### src/rtl/ddr_global_pkg.sv
// Shared wddr datapath definitions: FIFO ratio limit and FIFO operating mode.
package ddr_global_pkg;

   localparam int DDR_FIFO_WC_MAX_RATIO = 8;

   typedef enum logic {
      FIFO_NORMAL,
      FIFO_LOOP
   } ddr_fifo_mode_t;

endpackage

### src/rtl/ddr_fifo_wc_mem.sv
// DEPTH x (RATIO*RWIDTH) flop register file: one write port, slice-muxed async read.
// Storage has no reset; clearing the FIFO only moves pointers.
module ddr_fifo_wc_mem
   import ddr_global_pkg::*;
#(
   parameter int RWIDTH = 32,
   parameter int RATIO  = 2,
   parameter int DEPTH  = 8,
   parameter int AWIDTH = $clog2(DEPTH),
   parameter int SWIDTH = (RATIO > 1) ? $clog2(RATIO) : 1
)(
   input  logic                    clk,
   input  logic                    wen,
   input  logic [AWIDTH-1:0]       waddr,
   input  logic [RWIDTH*RATIO-1:0] wdata,
   input  logic [AWIDTH-1:0]       raddr,
   input  logic [SWIDTH-1:0]       sidx,
   output logic [RWIDTH-1:0]       rdata
);

   // each entry viewed as RATIO slices; slice 0 is the low RWIDTH bits
   logic [RATIO-1:0][RWIDTH-1:0] mem [DEPTH];

   // capture an accepted write word
   always_ff @(posedge clk) begin
      if (wen) begin
         mem[waddr] <= wdata;
      end
   end

   // present the slice selected by the read pointer and slice index
   always_comb begin
      rdata = mem[raddr][sidx];
   end

endmodule

### src/rtl/ddr_fifo_wc.sv
// Single-clock FIFO with write-to-read width down-conversion (RATIO slices per word),
// occupancy level, almost-full/almost-empty compares and loop (replay) mode.
// Optional feature macro: DDR_FIFO_WC_ERR_EN enables sticky o_ovf/o_udf flags;
// when undefined both flags are tied low and no flag flops exist.
module ddr_fifo_wc
   import ddr_global_pkg::*;
#(
   parameter int RWIDTH = 32,
   parameter int RATIO  = 2,
   parameter int DEPTH  = 8,
   parameter int WWIDTH = RWIDTH * RATIO,
   parameter int AWIDTH = $clog2(DEPTH),
   parameter int SWIDTH = (RATIO > 1) ? $clog2(RATIO) : 1
)(
   input  logic              i_clk,
   input  logic              i_rst_n,
   input  logic              i_clr,
   input  logic              i_loop_mode,
   input  logic              i_load_ptr,
   input  logic [AWIDTH-1:0] i_start_ptr,
   input  logic [AWIDTH-1:0] i_stop_ptr,
   input  logic [AWIDTH:0]   i_afull_thr,
   input  logic [AWIDTH:0]   i_aempty_thr,
   input  logic              i_write,
   input  logic [WWIDTH-1:0] i_wdata,
   output logic              o_full,
   output logic              o_afull,
   input  logic              i_read,
   output logic [RWIDTH-1:0] o_rdata,
   output logic              o_empty_n,
   output logic              o_aempty,
   output logic [AWIDTH:0]   o_level,
   output logic              o_ovf,
   output logic              o_udf
);

   localparam logic [AWIDTH-1:0] PTR_ONE   = AWIDTH'(1);
   localparam logic [SWIDTH-1:0] SIDX_ONE  = SWIDTH'(1);
   localparam logic [SWIDTH-1:0] SIDX_LAST = SWIDTH'(RATIO - 1);
   localparam logic [AWIDTH:0]   LVL_ONE   = (AWIDTH + 1)'(1);
   localparam logic [AWIDTH:0]   LVL_DEPTH = (AWIDTH + 1)'(DEPTH);

   logic [AWIDTH-1:0] wptr, wptr_n;
   logic [AWIDTH-1:0] rptr, rptr_n;
   logic [SWIDTH-1:0] sidx, sidx_n;
   logic [AWIDTH:0]   level, level_n;
   logic              full, empty_n;
   logic              wr_ok, rd_ok, rd_done, rd_free;
   logic              mem_wen;
   ddr_fifo_mode_t    mode;

   assign mode    = i_loop_mode ? FIFO_LOOP : FIFO_NORMAL;
   assign full    = (level == LVL_DEPTH);
   assign empty_n = (level != '0);

   // acceptance uses registered full/empty only, so a same-cycle read never admits a write
   assign wr_ok   = i_write & ~full;
   assign rd_ok   = i_read & empty_n;
   assign rd_done = rd_ok & (sidx == SIDX_LAST);
   assign rd_free = rd_done & (mode == FIFO_NORMAL);
   assign mem_wen = wr_ok & ~i_clr & ~i_load_ptr;

   // next pointer/slice/level state with clear > load > write/read priority
   always_comb begin
      wptr_n  = wptr;
      rptr_n  = rptr;
      sidx_n  = sidx;
      level_n = level;
      if (i_clr) begin
         wptr_n  = '0;
         rptr_n  = '0;
         sidx_n  = '0;
         level_n = '0;
      end else if (i_load_ptr) begin
         wptr_n  = i_start_ptr;
         rptr_n  = i_start_ptr;
         sidx_n  = '0;
         level_n = '0;
      end else begin
         if (wr_ok) begin
            wptr_n = wptr + PTR_ONE;
         end
         if (rd_done) begin
            sidx_n = '0;
            if (mode == FIFO_LOOP) begin
               rptr_n = (rptr == i_stop_ptr) ? i_start_ptr : rptr + PTR_ONE;
            end else begin
               rptr_n = rptr + PTR_ONE;
            end
         end else if (rd_ok) begin
            sidx_n = sidx + SIDX_ONE;
         end
         // in loop mode a completed entry stays occupied for replay
         case ({wr_ok, rd_free})
            2'b10:   level_n = level + LVL_ONE;
            2'b01:   level_n = level - LVL_ONE;
            default: level_n = level;
         endcase
      end
   end

   // pointer, slice index and level registers
   always_ff @(posedge i_clk or negedge i_rst_n) begin
      if (!i_rst_n) begin
         wptr  <= '0;
         rptr  <= '0;
         sidx  <= '0;
         level <= '0;
      end else begin
         wptr  <= wptr_n;
         rptr  <= rptr_n;
         sidx  <= sidx_n;
         level <= level_n;
      end
   end

`ifdef DDR_FIFO_WC_ERR_EN
   logic ovf, udf;

   // sticky overflow/underflow flags, cleared only by reset or clear
   always_ff @(posedge i_clk or negedge i_rst_n) begin
      if (!i_rst_n) begin
         ovf <= 1'b0;
         udf <= 1'b0;
      end else if (i_clr) begin
         ovf <= 1'b0;
         udf <= 1'b0;
      end else if (!i_load_ptr) begin
         if (i_write && full) begin
            ovf <= 1'b1;
         end
         if (i_read && !empty_n) begin
            udf <= 1'b1;
         end
      end
   end

   assign o_ovf = ovf;
   assign o_udf = udf;
`else
   assign o_ovf = 1'b0;
   assign o_udf = 1'b0;
`endif

   assign o_full    = full;
   assign o_empty_n = empty_n;
   assign o_level   = level;
   assign o_afull   = (level >= i_afull_thr);
   assign o_aempty  = (level <= i_aempty_thr);

   ddr_fifo_wc_mem #(
      .RWIDTH (RWIDTH),
      .RATIO  (RATIO),
      .DEPTH  (DEPTH),
      .AWIDTH (AWIDTH),
      .SWIDTH (SWIDTH)
   ) u_mem (
      .clk   (i_clk),
      .wen   (mem_wen),
      .waddr (wptr),
      .wdata (i_wdata),
      .raddr (rptr),
      .sidx  (sidx),
      .rdata (o_rdata)
   );

endmodule

### config.mk
export PLATFORM = sky130hd
export DESIGN_NAME = ddr_fifo_wc
export DESIGN_NICKNAME = d
export VERILOG_FILES = /design/src/rtl/ddr_global_pkg.sv /design/src/rtl/ddr_fifo_wc_mem.sv /design/src/rtl/ddr_fifo_wc.sv
export SDC_FILE = /design/constraint.sdc
export NUM_CORES = 1
export LEC_CHECK = 0
export CAP_MARGIN = 20
export CELL_PAD_IN_SITES_DETAIL_PLACEMENT = 1
export CELL_PAD_IN_SITES_GLOBAL_PLACEMENT = 1
export CORE_ASPECT_RATIO = 0.75
export CORE_MARGIN = 5
export CORE_UTILIZATION = 47
export DETAILED_ROUTE_END_ITERATION = 10
export PLACE_DENSITY_LB_ADDON = 0.1
export SLEW_MARGIN = 40
export SYNTH_ARGS = -nofsm -noshare
export SYNTH_HDL_FRONTEND = slang
export SYNTH_SLANG_ARGS = --single-unit
### constraint.sdc
create_clock -name i_clk -period 6.3 [get_ports i_clk]
set_clock_uncertainty 0.05 [all_clocks]
set_input_delay 0.63 -clock i_clk [delete_from_list [all_inputs] [get_ports i_clk]]
set_output_delay 0.63 -clock i_clk [all_outputs]
set_load 0.01 [all_outputs]
Word level (Yosys, flattened, before mapping)
Memory sizes are Yosys's and may differ from the RTL's.
Index checks and enable logic that the tools add are counted.
{"block": "word_totals", "register_bits": 11, "mem_bits_rw": 512, "word_cells": 52, "mem_count": 1}
{"block": "classes", "n_addsub": 5, "order_cmp": 3, "eq_ne": 4, "mux": 20, "bitwise_logic": 10, "reduce_logical": 5}
{"memory": "u_mem.mem", "words": 8, "word_bits": 64, "rd": 1, "rd_ports_with_merged_regs": 0, "write_ports": 1, "line_no": "ddr_fifo_wc_mem.sv:22", "source": "logic [RATIO-1:0][RWIDTH-1:0] mem [DEPTH];"}
{"cell": "$mux 32", "n": 2}
{"cell": "$mux 3", "n": 8}
{"cell": "$reduce_bool 4->1", "n": 3}
{"cell": "$mux 4", "n": 2}
{"cell": "$pmux 4 s2", "n": 1}
{"cell": "$mux 1", "n": 7}
{"cell": "$add 3x1->3 const B", "n": 2}
{"cell": "$and 1x1->1", "n": 6}
{"cell": "$reduce_bool 3->1", "n": 2}
{"cell": "$add 4x1->4 const B", "n": 1}
{"cell": "$eq 4x4->1 const B", "n": 1}
{"cell": "$ge 4x4->1", "n": 1}
{"cell": "$le 4x4->1", "n": 1}
{"cell": "$not 1->1", "n": 4}
{"cell": "$sub 4x1->4 const B", "n": 1}
{"cell": "$eq 3x3->1", "n": 1}
{"cell": "$eq 2x1->1 const B", "n": 1}
{"cell": "$eq 2x2->1 const B", "n": 1}
{"cell": "$lt 1x2->1 const B", "n": 1}
{"cell": "$add 1x1->1 const B", "n": 1}

Depth between registers and ports, before layout
Gate-level depths: netlist of the first run.
{"block": "depth", "ltp_word": 8, "ltp_mapped": 10, "ltp_nobuf": 10}

Cells and area by module
Synthesis of the first run repeated with hierarchy kept, for this count alone.
{"block": "hier_totals", "hier_cells": 901, "area_unflattened_um2": 20116.8}
{"module": "ddr_fifo_wc_mem", "n_inst": 1, "cells_per_inst": 796, "area_per_inst_um2": 19144.6, "seq_area_each_um2": 15374.7}
{"module": "ddr_fifo_wc", "n_inst": 1, "cells_per_inst": 105, "area_per_inst_um2": 972.2, "seq_area_each_um2": 275.3}

Worst setup path after synthesis of the first run
Ideal clock, no wire load.
{"block": "synth_timing", "path_type": "input-to-reg", "start": "input port i_clr", "end": "memory u_mem.mem[0][0] in the netlist's numbering (enable)", "setup_time_ps": 565, "t_arrival_ps": 5861, "slack_ps": -175, "stages": 5, "path_buffers": 2, "cell_sequence": "clkbuf_1 or2_0 clkbuf_1 or3_1 nor3_1"}
{"block": "synth_via", "elab_chain_cells": 5}
{"element": "start, declared", "line_no": "ddr_fifo_wc.sv:17", "source": "input logic i_clr,"}
{"element": "$not 1->1", "line_no": "ddr_fifo_wc.sv:61", "source": "assign mem_wen = wr_ok & ~i_clr & ~i_load_ptr;"}
{"element": "$and 1x1->1 (2 in a row)", "line_no": "ddr_fifo_wc.sv:61"}
{"element": "$mux 1", "line_no": "ddr_fifo_wc_mem.sv:26", "source": "if (wen) begin"}
{"element": "$mux 1 (not written as such)", "line_no": "ddr_fifo_wc_mem.sv:27", "source": "mem[waddr] <= wdata;"}
{"element": "end, declared", "line_no": "ddr_fifo_wc_mem.sv:22"}
Every way passes these cells.

Final worst setup path of the first run
{"block": "layout_timing", "start": "register rptr[0]", "end": "output port o_rdata[23]"}
{"block": "layout_via", "elab_chain_cells": 3}
{"element": "start, declared", "line_no": "ddr_fifo_wc.sv:44", "source": "logic [AWIDTH-1:0] rptr, rptr_n;"}
{"element": "start signal, assigned", "line_no": "ddr_fifo_wc.sv:111", "source": "rptr <= rptr_n;"}
{"element": "$mem_v2 8x64"}
{"element": "$mux 32 (not written as such) (2 in a row)", "line_no": "ddr_fifo_wc_mem.sv:33", "source": "rdata = mem[raddr][sidx];"}
{"element": "end, declared", "line_no": "ddr_fifo_wc.sv:29", "source": "output logic [RWIDTH-1:0] o_rdata,"}
Every way passes these cells. The select of a mux whose other input is x is not followed.

==> flow_summary_export.csv, run 1 <==
group,metric,value,unit
clock_tree,holdBufCountCts,0,
timing,fmaxAchievable,240,MHz
yosys,post_synth_main_area_contributors,"sky130_fd_sc_hd__edfxtp_1 76%, sky130_fd_sc_hd__mux4_2 18%, sky130_fd_sc_hd__dfrtp_1 1.4%",
floorplan,rows,65,
yosys,yosysMostFrequentCell,"sky130_fd_sc_hd__edfxtp_1",
layout,finalNetCount,1087,
layout,drive_gt1_share,26.4,%
grt,grt_pass1_vias,10100,
clock_tree,clock_insertion_delay_worst_skew,0.56,ns
yosys,ys_seq_elements,523,
drt,drc_errors,0,
placed_design,place_congestion,0.711,
clock_tree,cts_setup_buffers,0,
clock_tree,clock_pin_slew_of_the_registers_on_the_worst_case_setup_and_hold_paths,0.06,ns
floorplan,floorplan.initialDensity,47.8,%
timing,final_hold_viol_count,0,
power_and_ir_drop,net-switching-power,1.59,mW
critical_path,worstSetupEndpointType,"output port",
yosys,synthTopCellsByCount,"512 x sky130_fd_sc_hd__edfxtp_1, 160 x sky130_fd_sc_hd__mux4_2, 17 x sky130_fd_sc_hd__clkbuf_1, 17 x sky130_fd_sc_hd__nor2_1, 14 x sky130_fd_sc_hd__ha_1",
flow_run,maxCapViolations,0,
drt,vias_per_cell,5.71,
drt,num_vias,9129,
floorplan,core_area,42300,um^2
clock_tree,cts_num_sinks,523,
floorplan,die_area,47300,um^2
yosys,syn_area_cell,24.4,um^2
power_and_ir_drop,static-leakage-power,7.51,nW
yosys,yosys.area.top_type_share,76.0,%
drt,route.antenna.remaining_nets,0,
layout,insertedDiodeCount,0,
yosys,number_of_cells_produced_by_synthesis,830,
floorplan,chipWidth,250,um
layout,layout-area-overhead-vs-synth,18.7,%
drt,avgRoutedWirePerCell,26.8,um
timing,layout_min_cycle_time,4.16,ns
critical_path,largest_driver_fanout_on_the_critical_path,28,
timing,final_min_period_over_clock_period,66.1,%
yosys,synthDistinctLibCells,40,
timing,timing.slew.headroom,52.0,%
drt,drt_first_pass_iters,5,
clock_tree,cts_max_path_buffers,3,
yosys,yosys.area.top_type,"sky130_fd_sc_hd__edfxtp_1",
yosys,synth-main-ff-cell,"sky130_fd_sc_hd__edfxtp_1",
power_and_ir_drop,netSwitchingFraction,20.5,%
power_and_ir_drop,cell_internal_power,6.17,mW
grt,maximum_number_of_pins_on_one_net_before_global_route_repair,71,
power_and_ir_drop,design_power_total,7.77,mW
critical_path,setup.worst_path.class,"reg2out",
grt,antenna_found_initial,4,
floorplan,floorplan.io_pins,127,
placed_design,dpl.hpwl,24600,um
floorplan,die_h,190,um
yosys,synth.yosys.seq_area_share,77.4,%
timing,setup_viol_count_final,0,
yosys,yosys_warnings,0,
power_and_ir_drop,vdd.ir_drop.worst,0.000240,V
critical_path,worstPathRequired,5.62,ns
timing,fin_tns_setup,0,ns
grt,global_route.usage.total,18.2,%
placed_design,numPortBuffers,124,
drt,routed_wire_length,42900,um
clock_tree,cts_htree_levels,2,
critical_path,timing.critical_path.from_type,"flip-flop",
timing,worstMarginPinSlew,0.720,ns
yosys,synthesis.area,20200,um^2
timing,slew_violations,0,
outcome,run_status,"finished clean",
yosys,fraction_of_synthesis_flops_using_an_asynchronous_set_or_reset_pin,2.10,%
power_and_ir_drop,cellPowerDensity,323,nW/um^2
timing,rsz0062_at_grt,"false",
grt,wire_length_of_the_first_global_routing_pass,65200,um
layout,nFillCells,3534,
clock_tree,post_cts.resized_instances,0,
min_path,worstHoldPathType,"in2async",
power_and_ir_drop,clkPwrFrac,41.0,%
yosys,synth_enable_flop_cells,512,
power_and_ir_drop,share_seq_of_total_power,50.2,%
clock_tree,cts_tree,"done",
critical_path,reg2regPathDepth,5,
layout,layout.core_utilization,56.8,%
clock_tree,tritoncts_buffer_count,51,
clock_tree,ctsRootBufferMaster,"sky130_fd_sc_hd__clkbuf_16",
power_and_ir_drop,share_comb_of_total_power,8.8,%
grt,grt_overflow,0,
drt,drt_first_iter_violations,648,
critical_path,cp_data_arrival_time,3.48,ns
worst paths after layout:
kind | start | end | slack, ns
max | rptr[0] | o_rdata[23] | 2.14
min | i_rst_n | o_level[2] | 0.39
max reg2reg | o_level[1] | u_mem.mem[2][61] | 3.10
min reg2reg | o_level[3] | o_level[3] | 0.59
max in group asynchronous | i_rst_n | rptr[0] | 5.37
min in group i_clk | o_level[3] | o_level[3] | 0.59
placed cells by master (no fill, tap or decap), types with 2 or more instances in the layout:
cell type / netlist / routed
sky130_fd_sc_hd__clkinv_4: 0 / 3
sky130_fd_sc_hd__clkinv_1: 0 / 10
sky130_fd_sc_hd__clkbuf_16: 0 / 52
sky130_fd_sc_hd__nor2_1: 17 / 11
sky130_fd_sc_hd__nand2_1: 7 / 7
sky130_fd_sc_hd__dfrtp_4: 0 / 3
sky130_fd_sc_hd__mux4_2: 160 / 160
sky130_fd_sc_hd__xnor2_1: 4 / 4
sky130_fd_sc_hd__o21a_1: 3 / 3
sky130_fd_sc_hd__or3_1: 2 / 2
sky130_fd_sc_hd__xor2_1: 5 / 5
sky130_fd_sc_hd__ha_1: 14 / 14
sky130_fd_sc_hd__clkinv_2: 0 / 10
sky130_fd_sc_hd__mux2i_1: 5 / 5
sky130_fd_sc_hd__inv_1: 11 / 11
sky130_fd_sc_hd__buf_4: 2 / 14
sky130_fd_sc_hd__a211oi_1: 2 / 2
sky130_fd_sc_hd__nand2b_1: 5 / 5
sky130_fd_sc_hd__clkbuf_1: 17 / 8
sky130_fd_sc_hd__edfxtp_1: 512 / 512
sky130_fd_sc_hd__nand4_1: 2 / 2
sky130_fd_sc_hd__buf_12: 0 / 5
sky130_fd_sc_hd__nand3_1: 4 / 4
sky130_fd_sc_hd__o21ai_1: 2 / 2
sky130_fd_sc_hd__o22ai_1: 2 / 2
sky130_fd_sc_hd__clkdlybuf4s50_1: 0 / 124
sky130_fd_sc_hd__nor2_4: 0 / 6
sky130_fd_sc_hd__bufinv_16: 0 / 10
sky130_fd_sc_hd__dfrtp_1: 11 / 7
sky130_fd_sc_hd__buf_6: 10 / 2
sky130_fd_sc_hd__a21o_1: 3 / 3
sky130_fd_sc_hd__conb_1: 1 / 2
sky130_fd_sc_hd__nor2b_1: 2 / 2
per-layer routing:
metal | vias up | GRT usage (%) | wire [um]
met5 | - | 0 | 45
met4 | 8 | 3.69 | 568
met3 | 58 | 3.70 | 1840
met2 | 181 | 31.0 | 22100
met1 | 4987 | 24.9 | 18300
li1 | 3895 | - | -
sequential cells by signal, indices dropped and copies added (netlist names):
name       flops
u_mem.mem    512
sidx           1
wptr           3
rptr           3
o_level        4
power groups by stage:
stage	Combinational [mW]	Sequential, mW	Clock [mW]
after floorplan	0.451	3.94	0
after global placement	0.640	4.00	0
after detailed placement	0.699	3.97	0
after CTS	0.702	3.90	3.26
after global routing	0.734	3.90	3.44
final	0.687	3.90	3.18
cell families (layout without fill, tap and decap cells):
logic type               Yosys count  count (layout)  synth area share [%]
AND/OR/NAND/NOR                   44              44                  1.05
flip-flops                       523             523                  77.4
XOR/XNOR                           9               9                 0.390
adder cells (fa/ha/maj)           14              14                 0.866
buffers and inverters             52             252                  1.41
multiplexers                     165             165                  18.1
other                              1               2                0.0185
AO/OA/AOI/OAI                     22              22                 0.829
metrics by stage:
| stage | cell area (um^2) | worst slack, ns | cells | hold WS (ns) |
|---|---|---|---|---|
| 6_report | 24000 | 2.14 | 1600 | 0.393 |
| 5_1_grt | 24000 | 1.92 | 1600 | 0.407 |
| 4_1_cts | 24000 | 2.02 | 1600 | 0.380 |
| 3_5_place_dp | 22200 | 2.42 | 1504 | 0.588 |
| 3_3_place_gp | 22200 | 2.28 | 1501 | 0.574 |
| 2_1_floorplan | 20200 | 0.191 | 831 | 0.284 |
layout make-up:
class                   count  area (um^2)  share of cell area, %
multi-input cells         256         4360                   18.1
clock inverters            36          447                   1.86
clock buffers              60         1330                   5.54
repair buffers            145         1470                   6.12
well taps                 569          712                   2.96
inverters                  11         41.3                  0.172
flip-flops and latches    523        15700                   65.2
critical path: stages, from the launching register on:
cell                              delay (ns)
sky130_fd_sc_hd__dfrtp_4                0.72
sky130_fd_sc_hd__buf_4                  0.58
sky130_fd_sc_hd__mux4_2                 0.58
sky130_fd_sc_hd__mux4_2                 0.50
sky130_fd_sc_hd__clkdlybuf4s50_1        0.51
Power figures use the tool's default switching activity.
==> inputs of run 2 (changes only) <==
--- a/config.mk
+++ b/config.mk
@@ -10,7 +10,7 @@
 export CELL_PAD_IN_SITES_GLOBAL_PLACEMENT = 1
 export CORE_ASPECT_RATIO = 0.75
 export CORE_MARGIN = 5
-export CORE_UTILIZATION = 47
+export CORE_UTILIZATION = 50
 export DETAILED_ROUTE_END_ITERATION = 10
 export PLACE_DENSITY_LB_ADDON = 0.1
 export SLEW_MARGIN = 40
==> constraint.sdc (replaced) <==
create_clock -name i_clk -period 3.9 [get_ports i_clk]
set_clock_uncertainty 0.05 [all_clocks]
set_input_delay 0.39 -clock i_clk [delete_from_list [all_inputs] [get_ports i_clk]]
set_output_delay 0.39 -clock i_clk [all_outputs]
set_load 0.01 [all_outputs]
==> run 2 against run 1 <==
- sequential power grew 61%
- sequential share of layout area rose by 0.31 points
- total power grew 55%
- cell area fell by 0.47%
- first-iteration DRC count is 7.3% lower
- utilization increased by 3.4 points
- critical path type unchanged
- highest routed layer is now met4
==> flow_summary_export.csv, run 2 (synthesized netlist as in run 1, its figures left out) <==
group,metric,value,unit
timing,worstMarginPinSlew,0.587,ns
clock_tree,cts_setup_buffers,0,
floorplan,floorplan.initialDensity,50.9,%
clock_tree,cts_num_sinks,523,
timing,final_hold_viol_count,0,
layout,insertedDiodeCount,0,
timing,fin_tns_setup,0,ns
clock_tree,cts_max_path_buffers,3,
drt,vias_per_cell,5.83,
drt,drt_first_pass_iters,5,
timing,final_min_period_over_clock_period,94.4,%
layout,layout_common_cells,"512 x sky130_fd_sc_hd__edfxtp_1, 160 x sky130_fd_sc_hd__mux4_2, 124 x sky130_fd_sc_hd__clkdlybuf4s50_1",
critical_path,worstPathRequired,3.46,ns
timing,layout_min_cycle_time,3.68,ns
drt,drc_errors,0,
critical_path,critical_path.cell_chain,"buf_12 -> mux4_2 -> mux4_2 -> clkdlybuf4s50_1",
flow_run,maxCapViolations,0,
placed_design,numPortBuffers,124,
layout,layout_commonest_cell,"sky130_fd_sc_hd__edfxtp_1",
layout,finalNetCount,1089,
critical_path,cpMaxStageDelayCell,"sky130_fd_sc_hd__dfrtp_4",
layout,largest_register_ffs,512,
clock_tree,cts_tree,"done",
critical_path,largest_driver_fanout_on_the_critical_path,33,
critical_path,timing.critical_path.from_type,"flip-flop",
clock_tree,holdBufCountCts,0,
critical_path,cp_slowest_stage_delay,0.73,ns
clock_tree,cts_htree_levels,2,
grt,antenna_found_initial,0,
grt,maximum_number_of_pins_on_one_net_before_global_route_repair,81,
drt,drt_first_iter_violations,601,
power_and_ir_drop,vdd.ir_drop.worst,0.000406,V
timing,fmaxAchievable,272,MHz
floorplan,chipWidth,242,um
drt,num_vias,9007,
critical_path,worstSetupEndpointType,"output port",
power_and_ir_drop,cellPowerDensity,503,nW/um^2
clock_tree,tritoncts_buffer_count,50,
placed_design,dpl.hpwl,23800,um
floorplan,rows,63,
grt,grt_pass1_vias,10000,
timing,timing.slew.headroom,60.8,%
timing,slew_violations,0,
layout,finalNonFillerCells,1544,
clock_tree,post_cts.resized_instances,0,
grt,global_route.usage.total,19.5,%
critical_path,setup.worst_path.class,"reg2out",
layout,drive_gt1_share,25.6,%
critical_path,cp_data_arrival_time,3.24,ns
drt,routed_wire_length,42800,um
grt,grt_overflow,0,
timing,rsz0062_at_grt,"false",
clock_tree,clock_insertion_delay_worst_skew,0.56,ns
layout,layout.core_utilization,60.2,%
critical_path,critical-path-top-cell-by-count,"sky130_fd_sc_hd__mux4_2",
floorplan,die_area,44600,um^2
placed_design,placed_cells_incl_taps,1458,
floorplan,core_area,39700,um^2
floorplan,die_h,184,um
drt,avgRoutedWirePerCell,27.7,um
floorplan,floorplan.io_pins,127,
layout,max_flop_register,"u_mem.mem",
grt,wire_length_of_the_first_global_routing_pass,65200,um
drt,route.antenna.remaining_nets,0,
outcome,run_status,"finished clean",
power_and_ir_drop,static-leakage-power,7.44,nW
clock_tree,ctsRootBufferMaster,"sky130_fd_sc_hd__clkbuf_16",
min_path,worstHoldPathType,"in2async",
clock_tree,clock_pin_slew_of_the_registers_on_the_worst_case_setup_and_hold_paths,0.06,ns
layout,layout-area-overhead-vs-synth,18.2,%
placed_design,place_congestion,0.715,
timing,setup_viol_count_final,0,
[run 2: changes by cell type in the layout (fill, tap and decap cells not counted), sizes merged]
cell	previous run	this run
clkinvlp	1	0
clkinv	24	20
buf	21	24
bufinv	10	3
inv	12	14
[run 2: routing by layer]
layer  part of all wire, %  wire (um)  global-route usage (%)  vias up
met4                   1.5        627                    3.70        0
met2                    52      22100                    33.5      200
met1                    42      18200                    27.0     4871
met5                     0          0                       0        -
met3                   4.3       1850                    3.39       49
li1                      -          -                       -     3887
[run 2: power breakdown]
part / switching (mW) / total [mW] / leakage, nW / internal [mW]
Sequential: 0.0493 / 6.28 / 4.75 / 6.23
Clock: 2.01 / 4.59 / 0.752 / 2.59
Combinational: 0.498 / 1.15 / 1.94 / 0.648
Total: 2.55 / 12.0 / 7.44 / 9.46
[run 2: layout make-up]
cell class	instances	area, um^2
multi-input cells	256	4360
fillers	3242	15800
clock buffers	60	1310
well taps	520	651
repair buffers	148	1660
inverters	11	41.3
flip-flops and latches	523	15700
clock inverters	26	219
[run 2: path summary, 6_finish.rpt]
check                                    start           to  slack (ns)  depth (start not counted)
worst max-delay path                   rptr[0]  o_rdata[16]        0.22                          4
min in group i_clk              i_start_ptr[2]      wptr[2]        0.47                          3
worst min-delay path                   i_rst_n      rptr[0]        0.14                          1
worst max register to register      o_level[1]   o_level[3]        0.80                          9
worst min register to register      o_level[3]   o_level[3]        0.60                          2
max in group asynchronous              i_rst_n      rptr[1]        3.24                          1
[run 2: per-stage QoR]
step	worst slack (ns)	hold slack [ns]	total power [mW]	area, um^2
after floorplan	-0.628	0.0444	7.09	20300
after global placement	0.823	0.568	7.52	22400
after detailed placement	0.757	0.587	7.57	22400
after CTS	0.132	0.124	12.2	23900
after global routing	0.0634	0.164	12.5	23900
final	0.218	0.140	12.0	23900
[run 2: worst max-delay path, delay by kind of cell (launching register included)]
kind / cells / cell delay, ns
DFF: 1 / 0.73
muxes: 2 / 1.05
buffers and inverters: 2 / 0.84
==> inputs of run 3 (changes only) <==
--- a/config.mk
+++ b/config.mk
@@ -5,8 +5,9 @@
 export SDC_FILE = /design/constraint.sdc
 export NUM_CORES = 1
 export LEC_CHECK = 0
+export ABC_CLOCK_PERIOD_IN_PS = 3800
 export CAP_MARGIN = 20
-export CELL_PAD_IN_SITES_DETAIL_PLACEMENT = 1
+export CELL_PAD_IN_SITES_DETAIL_PLACEMENT = 0
 export CELL_PAD_IN_SITES_GLOBAL_PLACEMENT = 1
 export CORE_ASPECT_RATIO = 0.75
 export CORE_MARGIN = 5
==> constraint.sdc (replaced) <==
create_clock -name i_clk -period 3.8 [get_ports i_clk]
set_clock_uncertainty 0.05 [all_clocks]
set_input_delay 0.38 -clock i_clk [delete_from_list [all_inputs] [get_ports i_clk]]
set_output_delay 0.38 -clock i_clk [all_outputs]
set_load 0.01 [all_outputs]
==> run 3 against run 2 <==
- clock-buffer cell count is 4 lower
- sequential power rose by 3%
- utilization rose by 0.12 points
- routed wire length shrank 7.0%
- worst setup slack got worse by 0.021 ns
- worst hold slack worse by 0.012 ns
- critical endpoint is now o_rdata[23]
- highest routed layer is now met5
==> flow_summary_export.csv, run 3 (synthesized netlist as in run 1, its figures left out) <==
group,metric,value,unit
grt,wire_length_of_the_first_global_routing_pass,61000,um
layout,nFillCells,2723,
placed_design,placement.cell_area,22400,um^2
layout,layout-area-overhead-vs-synth,18.4,%
layout,max_flop_register,"u_mem.mem",
clock_tree,ctsRootBufferMaster,"sky130_fd_sc_hd__clkbuf_16",
timing,final_hold_viol_count,0,
critical_path,timing.critical_path.from_type,"flip-flop",
drt,avgRoutedWirePerCell,25.6,um
grt,maximum_number_of_pins_on_one_net_before_global_route_repair,68,
clock_tree,clock_pin_slew_of_the_registers_on_the_worst_case_setup_and_hold_paths,0.06,ns
clock_tree,cts_num_sinks,523,
placed_design,numPortBuffers,124,
drt,drt_first_iter_violations,685,
layout,insertedDiodeCount,0,
min_path,worstHoldPathType,"in2async",
clock_tree,cts_setup_buffers,0,
layout,drive_gt1_share,27.1,%
placed_design,placed_cells_incl_taps,1464,
clock_tree,post_cts.resized_instances,0,
grt,global_route.usage.total,18.1,%
critical_path,critical_path.cell_chain,"buf_4 -> mux4_2 -> mux4_2 -> clkdlybuf4s50_1",
grt,antenna_found_initial,2,
drt,num_vias,9011,
clock_tree,cts_max_path_buffers,3,
layout,largest_register_ffs,512,
timing,rsz0062_at_grt,"false",
timing,worstMarginPinSlew,0.576,ns
critical_path,cp_data_arrival_time,3.17,ns
layout,layout.area.seq,15700,um^2
layout,finalNonFillerCells,1554,
drt,route.antenna.remaining_nets,0,
critical_path,cpMaxStageDelayCell,"sky130_fd_sc_hd__dfrtp_4",
critical_path,largest_driver_fanout_on_the_critical_path,18,
timing,timing.slew.headroom,61.5,%
critical_path,worstSetupEndpointType,"output port",
timing,slew_violations,0,
timing,final_min_period_over_clock_period,94.8,%
critical_path,setup.worst_path.class,"reg2out",
clock_tree,cts_tree,"done",
flow_run,maxCapViolations,0,
floorplan,floorplan.initialDensity,50.9,%
power_and_ir_drop,cellPowerDensity,517,nW/um^2
placed_design,dpl.hpwl,22300,um
layout,postLayoutCellArea,24000,um^2
grt,grt_pass1_vias,9611,
drt,routed_wire_length,39800,um
critical_path,cp_slowest_stage_delay,0.64,ns
floorplan,chipWidth,242,um
layout,finalNetCount,1093,
grt,grt_overflow,0,
power_and_ir_drop,vdd.ir_drop.worst,0.000389,V
clock_tree,tritoncts_buffer_count,48,
clock_tree,holdBufCountCts,0,
critical_path,critical-path-top-delay-family,"multiplexers",
floorplan,core_area,39700,um^2
timing,fmaxAchievable,278,MHz
placed_design,place_congestion,0.752,
clock_tree,clock_insertion_delay_worst_skew,0.55,ns
timing,setup_viol_count_final,0,
drt,drc_errors,0,
drt,vias_per_cell,5.80,
critical_path,critPathBufInv,2,
floorplan,die_area,44600,um^2
floorplan,die_h,184,um
layout,layout_common_cells,"512 x sky130_fd_sc_hd__edfxtp_1, 160 x sky130_fd_sc_hd__mux4_2, 124 x sky130_fd_sc_hd__clkdlybuf4s50_1",
timing,layout_min_cycle_time,3.60,ns
power_and_ir_drop,static-leakage-power,7.50,nW
critical_path,critical-path-top-cell-by-count,"sky130_fd_sc_hd__mux4_2",
floorplan,rows,63,
critical_path,worstPathRequired,3.37,ns
layout,multiInputGateArea,4360,um^2
drt,drt_first_pass_iters,4,
outcome,run_status,"finished clean",
floorplan,floorplan.io_pins,127,
layout,layout_commonest_cell,"sky130_fd_sc_hd__edfxtp_1",
clock_tree,cts_htree_levels,2,
run 3: per-stage QoR:
step | util (%) | hold WS (ns) | TNS [ns] | total power [mW] | setup slack (ns)
finish | 60.3 | 0.128 | 0 | 12.4 | 0.197
global route | 60.3 | 0.136 | 0 | 12.9 | 0.0139
CTS | 60.3 | 0.107 | 0 | 12.5 | 0.114
detailed placement | 56.3 | 0.585 | 0 | 7.75 | 0.724
global placement | 56.3 | 0.567 | 0 | 7.72 | 0.741
floorplan | - | 0.0344 | -125.50 | 7.28 | -0.728
run 3: final timing paths:
kind	from	end	slack, ns	cells after the start
max	rptr[0]	o_rdata[23]	0.20	4
min	i_rst_n	rptr[1]	0.13	1
max reg2reg	o_level[1]	o_level[3]	0.67	8
min reg2reg	o_level[3]	o_level[3]	0.60	2
max in group asynchronous	i_rst_n	rptr[2]	3.17	1
min in group i_clk	i_start_ptr[1]	wptr[1]	0.42	3
run 3: final cells by class:
class | count | share of cell area (%)
Timing Repair Buffer | 154 | 6.91
Multi-Input combinational cell | 256 | 18.2
Clock inverter | 34 | 1.38
Clock buffer | 56 | 5.23
Tap cell | 520 | 2.72
Sequential cell | 523 | 65.4
Inverter | 11 | 0.172
run 3: power by group:
part	switching (mW)	internal (mW)	leakage (nW)
combinational	0.504	0.658	1.95
clock	2.01	2.78	0.790
sequential	0.0451	6.39	4.75
total	2.56	9.83	7.50
run 3: routing by layer:
metal	GRT usage [%]	share of wire, %
met1	25.1	43
met2	30.8	51
met3	3.36	4.6
met4	3.51	1.5
met5	0	0.060
